`src/rtl/dlx_pkg.sv`:
```
// Shared types and default widths for the DLX memory-port arbiter.
package dlx_pkg;

  localparam int unsigned DLX_ADDR_W = 32;
  localparam int unsigned DLX_DATA_W = 32;

  typedef enum logic [1:0] {
    IDLE,
    BUSY_IF,
    BUSY_MEM
  } arb_state_t;

  typedef enum logic {
    SRC_IF,
    SRC_MEM
  } arb_src_t;

endpackage

```
`src/rtl/dlx_mem_arbiter_if.sv`:
```
// Requester and RAM signal bundle of the DLX memory arbiter.
// The master modport is the arbiter's view; slave is the surrounding core/RAM view.
interface dlx_mem_arbiter_if
  import dlx_pkg::*;
#(
  parameter int unsigned ADDR_W = DLX_ADDR_W,
  parameter int unsigned DATA_W = DLX_DATA_W
);

  localparam int unsigned BE_W = DATA_W / 8;

  logic              if_req;
  logic [ADDR_W-1:0] if_addr;
  logic              if_gnt;
  logic              if_done;
  logic [DATA_W-1:0] if_rdata;

  logic              mem_req;
  logic              mem_we;
  logic [ADDR_W-1:0] mem_addr;
  logic [DATA_W-1:0] mem_wdata;
  logic [BE_W-1:0]   mem_be;
  logic              mem_gnt;
  logic              mem_done;
  logic [DATA_W-1:0] mem_rdata;

  logic              ram_req;
  logic              ram_we;
  logic [ADDR_W-1:0] ram_addr;
  logic [DATA_W-1:0] ram_wdata;
  logic [BE_W-1:0]   ram_be;
  logic              ram_ack;
  logic [DATA_W-1:0] ram_rdata;

  logic              err;

  modport master (
    input  if_req, if_addr,
    input  mem_req, mem_we, mem_addr, mem_wdata, mem_be,
    input  ram_ack, ram_rdata,
    output if_gnt, if_done, if_rdata,
    output mem_gnt, mem_done, mem_rdata,
    output ram_req, ram_we, ram_addr, ram_wdata, ram_be,
    output err
  );

  modport slave (
    output if_req, if_addr,
    output mem_req, mem_we, mem_addr, mem_wdata, mem_be,
    output ram_ack, ram_rdata,
    input  if_gnt, if_done, if_rdata,
    input  mem_gnt, mem_done, mem_rdata,
    input  ram_req, ram_we, ram_addr, ram_wdata, ram_be,
    input  err
  );

endinterface

```
`src/rtl/dlx_arb_wdog.sv`:
```
// Loadable saturating BUSY-cycle counter; reached_c flags the last allowed cycle
// so the arbiter can abort at the edge that closes the TIMEOUT_CYC-th BUSY cycle.
module dlx_arb_wdog #(
  parameter  int unsigned TIMEOUT_CYC = 15,
  localparam int unsigned CW          = $clog2(TIMEOUT_CYC + 1)
) (
  input  logic          clk,
  input  logic          reset,
  input  logic          clr,
  input  logic          en,
  input  logic          load,
  input  logic [CW-1:0] load_val,
  output logic          reached_c
);

  logic [CW-1:0] count;

  always_ff @(posedge clk) begin
    if (reset || clr) begin
      count <= '0;
    end else if (load) begin
      count <= load_val;
    end else if (en && (count != CW'(TIMEOUT_CYC))) begin
      count <= count + CW'(1);
    end
  end

  // Count starts at 0 in the first BUSY cycle, so TIMEOUT_CYC-1 marks the final one.
  assign reached_c = en && (count == CW'(TIMEOUT_CYC - 1));

endmodule

```
`src/rtl/dlx_mem_arbiter.sv`:
```
// Arbitrates the single DLX RAM port between instruction fetch and data access.
// Define DLX_ARB_RR_EN for round-robin tie breaking; otherwise MEM wins every tie.
module dlx_mem_arbiter
  import dlx_pkg::*;
#(
  parameter int unsigned ADDR_W      = DLX_ADDR_W,
  parameter int unsigned DATA_W      = DLX_DATA_W,
  parameter int unsigned TIMEOUT_CYC = 15
) (
  input logic                clk,
  input logic                reset,
  dlx_mem_arbiter_if.master  bus
);

  localparam int unsigned BE_W = DATA_W / 8;

  arb_state_t        state;
  logic [ADDR_W-1:0] addr_q;
  logic [DATA_W-1:0] wdata_q;
  logic [BE_W-1:0]   be_q;
  logic              grant_if;
  logic              grant_mem;
  logic              wd_reached_c;

`ifdef DLX_ARB_RR_EN
  arb_src_t          last_src;
`endif

  assign bus.ram_addr  = addr_q;
  assign bus.ram_wdata = wdata_q;
  assign bus.ram_be    = be_q;

  // Pick the winner for this IDLE cycle.
  always_comb begin
    grant_if  = 1'b0;
    grant_mem = 1'b0;
    if (bus.if_req && bus.mem_req) begin
`ifdef DLX_ARB_RR_EN
      if (last_src == SRC_MEM) grant_if  = 1'b1;
      else                     grant_mem = 1'b1;
`else
      grant_mem = 1'b1;
`endif
    end else begin
      grant_if  = bus.if_req;
      grant_mem = bus.mem_req;
    end
  end

  dlx_arb_wdog #(
    .TIMEOUT_CYC (TIMEOUT_CYC)
  ) u_wdog (
    .clk       (clk),
    .reset     (reset),
    .clr       (state == IDLE),
    .en        (state != IDLE),
    .load      (1'b0),
    .load_val  ('0),
    .reached_c (wd_reached_c)
  );

  always_ff @(posedge clk) begin
    if (reset) begin
      state         <= IDLE;
      addr_q        <= '0;
      wdata_q       <= '0;
      be_q          <= '0;
      bus.ram_req   <= 1'b0;
      bus.ram_we    <= 1'b0;
      bus.if_gnt    <= 1'b0;
      bus.if_done   <= 1'b0;
      bus.if_rdata  <= '0;
      bus.mem_gnt   <= 1'b0;
      bus.mem_done  <= 1'b0;
      bus.mem_rdata <= '0;
      bus.err       <= 1'b0;
`ifdef DLX_ARB_RR_EN
      last_src      <= SRC_MEM;
`endif
    end else begin
      bus.if_gnt   <= 1'b0;
      bus.mem_gnt  <= 1'b0;
      bus.if_done  <= 1'b0;
      bus.mem_done <= 1'b0;
      bus.err      <= 1'b0;

      case (state)
        IDLE: begin
          if (grant_mem) begin
            state       <= BUSY_MEM;
            bus.mem_gnt <= 1'b1;
            bus.ram_req <= 1'b1;
            bus.ram_we  <= bus.mem_we;
            addr_q      <= bus.mem_addr;
            wdata_q     <= bus.mem_wdata;
            be_q        <= bus.mem_be;
`ifdef DLX_ARB_RR_EN
            last_src    <= SRC_MEM;
`endif
          end else if (grant_if) begin
            state       <= BUSY_IF;
            bus.if_gnt  <= 1'b1;
            bus.ram_req <= 1'b1;
            bus.ram_we  <= 1'b0;
            addr_q      <= bus.if_addr;
            wdata_q     <= '0;
            be_q        <= '1;
`ifdef DLX_ARB_RR_EN
            last_src    <= SRC_IF;
`endif
          end
        end

        BUSY_IF, BUSY_MEM: begin
          // An ack arriving on the watchdog's last cycle still completes normally.
          if (bus.ram_ack || wd_reached_c) begin
            state       <= IDLE;
            bus.ram_req <= 1'b0;
            bus.ram_we  <= 1'b0;
            bus.err     <= !bus.ram_ack;
            if (state == BUSY_IF) begin
              bus.if_done  <= 1'b1;
              bus.if_rdata <= bus.ram_ack ? bus.ram_rdata : '0;
            end else begin
              bus.mem_done  <= 1'b1;
              bus.mem_rdata <= (bus.ram_ack && !bus.ram_we) ? bus.ram_rdata : '0;
            end
          end
        end

        default: state <= IDLE;
      endcase
    end
  end

endmodule

```
`src/flat_wrapper.sv`:
```
// flat-port wrapper written by rule: the top's interface ports become plain ports
module dlx_mem_arbiter_flat import dlx_pkg::*;
#(
  parameter int unsigned ADDR_W      = DLX_ADDR_W,
  parameter int unsigned DATA_W      = DLX_DATA_W,
  parameter int unsigned TIMEOUT_CYC = 15
)
  (clk, reset, bus_if_req, bus_if_addr, bus_mem_req, bus_mem_we, bus_mem_addr, bus_mem_wdata, bus_mem_be, bus_ram_ack, bus_ram_rdata, bus_if_gnt, bus_if_done, bus_if_rdata, bus_mem_gnt, bus_mem_done, bus_mem_rdata, bus_ram_req, bus_ram_we, bus_ram_addr, bus_ram_wdata, bus_ram_be, bus_err);
  dlx_mem_arbiter_if #(.ADDR_W(ADDR_W), .DATA_W(DATA_W)) bus_i ();
  input logic clk;
  input logic reset;
  input wire logic [$bits(bus_i.if_req)-1:0] bus_if_req;
  input wire logic [$bits(bus_i.if_addr)-1:0] bus_if_addr;
  input wire logic [$bits(bus_i.mem_req)-1:0] bus_mem_req;
  input wire logic [$bits(bus_i.mem_we)-1:0] bus_mem_we;
  input wire logic [$bits(bus_i.mem_addr)-1:0] bus_mem_addr;
  input wire logic [$bits(bus_i.mem_wdata)-1:0] bus_mem_wdata;
  input wire logic [$bits(bus_i.mem_be)-1:0] bus_mem_be;
  input wire logic [$bits(bus_i.ram_ack)-1:0] bus_ram_ack;
  input wire logic [$bits(bus_i.ram_rdata)-1:0] bus_ram_rdata;
  output wire logic [$bits(bus_i.if_gnt)-1:0] bus_if_gnt;
  output wire logic [$bits(bus_i.if_done)-1:0] bus_if_done;
  output wire logic [$bits(bus_i.if_rdata)-1:0] bus_if_rdata;
  output wire logic [$bits(bus_i.mem_gnt)-1:0] bus_mem_gnt;
  output wire logic [$bits(bus_i.mem_done)-1:0] bus_mem_done;
  output wire logic [$bits(bus_i.mem_rdata)-1:0] bus_mem_rdata;
  output wire logic [$bits(bus_i.ram_req)-1:0] bus_ram_req;
  output wire logic [$bits(bus_i.ram_we)-1:0] bus_ram_we;
  output wire logic [$bits(bus_i.ram_addr)-1:0] bus_ram_addr;
  output wire logic [$bits(bus_i.ram_wdata)-1:0] bus_ram_wdata;
  output wire logic [$bits(bus_i.ram_be)-1:0] bus_ram_be;
  output wire logic [$bits(bus_i.err)-1:0] bus_err;
  assign bus_i.if_req = bus_if_req;
  assign bus_i.if_addr = bus_if_addr;
  assign bus_i.mem_req = bus_mem_req;
  assign bus_i.mem_we = bus_mem_we;
  assign bus_i.mem_addr = bus_mem_addr;
  assign bus_i.mem_wdata = bus_mem_wdata;
  assign bus_i.mem_be = bus_mem_be;
  assign bus_i.ram_ack = bus_ram_ack;
  assign bus_i.ram_rdata = bus_ram_rdata;
  assign bus_if_gnt = bus_i.if_gnt;
  assign bus_if_done = bus_i.if_done;
  assign bus_if_rdata = bus_i.if_rdata;
  assign bus_mem_gnt = bus_i.mem_gnt;
  assign bus_mem_done = bus_i.mem_done;
  assign bus_mem_rdata = bus_i.mem_rdata;
  assign bus_ram_req = bus_i.ram_req;
  assign bus_ram_we = bus_i.ram_we;
  assign bus_ram_addr = bus_i.ram_addr;
  assign bus_ram_wdata = bus_i.ram_wdata;
  assign bus_ram_be = bus_i.ram_be;
  assign bus_err = bus_i.err;
  dlx_mem_arbiter #(.ADDR_W(ADDR_W), .DATA_W(DATA_W), .TIMEOUT_CYC(TIMEOUT_CYC)) u_core (.clk(clk), .reset(reset), .bus(bus_i));
endmodule
```
`config.mk`:
```
export PLATFORM = sky130hd
export DESIGN_NAME = dlx_mem_arbiter_flat
export DESIGN_NICKNAME = d
export VERILOG_FILES = /design/src/rtl/dlx_pkg.sv /design/src/rtl/dlx_mem_arbiter_if.sv /design/src/rtl/dlx_arb_wdog.sv /design/src/rtl/dlx_mem_arbiter.sv /design/src/flat_wrapper.sv
export SDC_FILE = /design/constraint.sdc
export NUM_CORES = 1
export LEC_CHECK = 0
export BUFFER_PORTS_ARGS = -buffer_cell sky130_fd_sc_hd__buf_2
export CORE_UTILIZATION = 51
export CTS_CLUSTER_SIZE = 14
export DETAILED_ROUTE_END_ITERATION = 10
export GPL_TIMING_DRIVEN = 0
export PLACE_DENSITY_LB_ADDON = 0.08
export SETUP_SLACK_MARGIN = 0.4
export SYNTH_ARGS = -nofsm -noshare
export SYNTH_HDL_FRONTEND = slang
export SYNTH_SLANG_ARGS = --single-unit
```
`constraint.sdc`:
```
create_clock -name clk -period 5.3 [get_ports clk]
set_clock_uncertainty 0.2 [all_clocks]
set_input_delay 0.265 -clock clk [delete_from_list [all_inputs] [get_ports clk]]
set_output_delay 0.265 -clock clk [all_outputs]
set_load 0.005 [all_outputs]
```
==> results.toml <==
[status]
outcome = "complete, no violations"

[sta]
period_needed_ns = 2.13
post-route-period-util_pct = 40.2
slew_violations = 0
slew-limit-headroom_pct = 49.5
fmax_ghz = 0.470
tightest_slew_ns = 0.758
fin_tns_setup_ns = 0
rsz0062_at_grt = "no"
finalSetupViolations = 0
finalHoldViolations = 0

[clock_tree]
numCtsBuffers = 17
post_cts_resized = 0
cts-root-buf = "clkbuf_16"
htree_num_levels = 4
clock_path_buffers = 2
cts_tree = "yes"
cts.clk_slew.worst_paths_ns = 0.06
ctsHoldBuffers = 72
cts.sink_count = 145
cts_setup_buffers = 0
clk-insertion-delay-late_ns = 0.42

[worst_setup_path]
path_buf_inv = 3
critPathArrivalTime_ns = 2.20
worst_setup_path_start_kind = "flip-flop"
worstRegToRegCells = 7
reg2reg_slack_ns = 3.17
cp_max_fo = 10
setup.worst_path.class = "reg2reg"
max_stage_delay_ns = 0.38
required_ns = 5.37
end_kind = "flip-flop"
critical-path-top-delay-family = "buffers and inverters"
crit_top_cell = "buf_2"
worstReg2RegStart = "u_core.state[0]"
worst_setup_path_startpoint = "u_core.state[0]"
slowest_stage = "dfxtp_1"
reg2reg_to = "u_core.bus.if_rdata[24]"
crit_chain = "inv_1 > ha_1 > nand4b_2 > nand2_1 > buf_2 > buf_2 > a311oi_1"

[synth]
synth_top_area_share_pct = 48.0
synth_warnings = 0
yosys_most_used_dff = "dfxtp_1"
netlist_instances = 586
synth_most_common_cell = "dfxtp_1"
synth_cell_types = 43
ys_ff_latch = 145
synthArstFlopShare_pct = 0
syn-num-nets = 731
synth_area_leaders = "dfxtp_1, a311oi_1, mux2i_1"
synth_top_cells_by_count = "dfxtp_1, nand2_1, a311oi_1"
synth_edf_count = 0
ys_seq_area_share_pct = 48.0
synth.avg_cell_area_um2 = 10.3
yosysTopAreaCell = "dfxtp_1"
syn_area_mm2 = 0.00605

[route]
routed_wirelength_mm = 20.1
first_iter_violations = 400
dr.pass1.iters = 5
antenna_left = 0
wl_per_cell_um = 18.1
drc_errors = 0
routed_via_density = 5.71
vias = 6329

[grt]
grt_usage_pct = 32.5
grt_max_degree = 17
grt_pass1_vias = 6443
grt_pass1_wl_mm = 31.9
antenna_found_initial = 1
grt.overflow.total = 0

[placement]
io_buffers = 274
place.gp.congestion = 0.782
place_hpwl_mm = 13.3

[worst_hold_path]
hold_depth = 3
min_to = "u_core.bus.ram_addr[31]"
min_path_type = "in2reg"
hold_start = "bus_if_addr[31]"

[floorplanning]
row_count = 39
chipWidth_um = 111
die_height_um = 111
ioPinCount = 277
core-area_mm2 = 0.0115
die_area_mm2 = 0.0123
start_util_pct = 52.8

[final_layout]
areaGrowthSynthToFinish_pct = 47.8
final_core_utilization_pct = 78.0
final_nets = 1096
drive_above_1_share_pct = 41.1

[power]
p_leak_nw = 4.05
power.total_mw = 3.07
ir_worst_vdd_uv = 270
pwr_density_cell_mw_per_mm2 = 344

[flow_run]
cap_violations = 0
[worst reg2reg max path: stages (launching register included)]
cell	delay (ns)
dfxtp_1	0.38
inv_1	0.10
ha_1	0.21
nand4b_2	0.24
nand2_1	0.16
buf_2	0.26
buf_2	0.28
a311oi_1	0.14
[sequential cells by signal (all words and copies together), names as in the netlist, 2 cells and up]
signal and count:
u_core.bus.if_rdata 32, u_core.bus.mem_rdata 32, u_core.bus.ram_addr 32, u_core.bus.ram_wdata 32, u_core.bus.ram_be 4, u_core.u_wdog.count 4
u_core.state 2
[kinds of logic (layout without fill, tap and decap cells)]
| family | count (synthesis) | count (layout) | share of synthesized area [%] |
|---|---|---|---|
| other | 0 | 1 | 0 |
| XOR/XNOR | 1 | 1 | 0.145 |
| multiplexers | 32 | 32 | 5.29 |
| flip-flops | 145 | 145 | 48.0 |
| AO/OA/AOI/OAI | 210 | 210 | 29.8 |
| adder cells (fa/ha/maj) | 7 | 7 | 1.45 |
| AND/OR/NAND/NOR | 120 | 120 | 8.85 |
| buffers and inverters | 71 | 449 | 6.52 |
[worst max-delay path by stage]
stage | to | cells after the start
floorplan | u_core.bus.mem_rdata[11] | 8
global placement | u_core.bus.mem_rdata[20] | 7
detailed placement | u_core.bus.if_rdata[23] | 7
CTS | u_core.bus.if_rdata[24] | 7
global route | u_core.bus.mem_rdata[18] | 7
finish | u_core.bus.if_rdata[24] | 7
[metal layers]
layer,global-route usage [%],vias up,wire [um],share of wire [%]
met4,17.8,0,777,3.9
met1,34.6,3002,7670,38
met5,0,-,0,0
met2,57.2,296,10200,51
met3,9.79,64,1440,7.1
li1,-,2967,-,-
[cell type report]
| type | count | area, um^2 |
|---|---|---|
| fill | 802 | 2530 |
| clock buffer | 18 | 429 |
| buffer | 63 | 364 |
| clock inverter | 14 | 189 |
| multi-input combinational | 370 | 2750 |
| antenna | 1 | 2.50 |
| sequential | 145 | 2900 |
| tap | 143 | 179 |
| timing repair buffer | 346 | 2090 |
| inverter | 8 | 30.0 |
[through the flow]
step | instance area, um^2 | setup slack, ns | cells | hold slack (ns)
after global routing | 8940 | 3.02 | 1108 | 0.00698
after floorplan | 6050 | 3.52 | 586 | 0.198
after CTS | 8940 | 3.20 | 1107 | 0.0000920
after detailed placement | 7600 | 3.20 | 1003 | 0.253
after global placement | 7600 | 3.28 | 1003 | 0.252
final | 8940 | 3.17 | 1108 | 0.0110
[where the power goes]
group	switching, mW	internal [mW]
registers	0.0471	1.18
clock network	0.474	0.786
logic	0.315	0.272
[cell usage in the layout (no fill, tap or decap), drive strengths merged, types with 3 or more instances in the layout]
| master | synthesis | final |
|---|---|---|
| inv | 7 | 8 |
| nor2 | 35 | 35 |
| nand2 | 67 | 67 |
| mux2i | 32 | 32 |
| ha | 7 | 7 |
| bufinv | 0 | 4 |
| a311oi | 64 | 64 |
| a31oi | 33 | 33 |
| o221a | 4 | 4 |
| clkinvlp | 0 | 3 |
| dlygate4sd3 | 0 | 72 |
| dfxtp | 145 | 145 |
| a211oi | 34 | 34 |
| a22o | 32 | 32 |
| a21oi | 33 | 33 |
| clkinv | 1 | 7 |
| buf | 50 | 324 |
| clkbuf | 13 | 31 |
(Power assumes the default switching activity.)
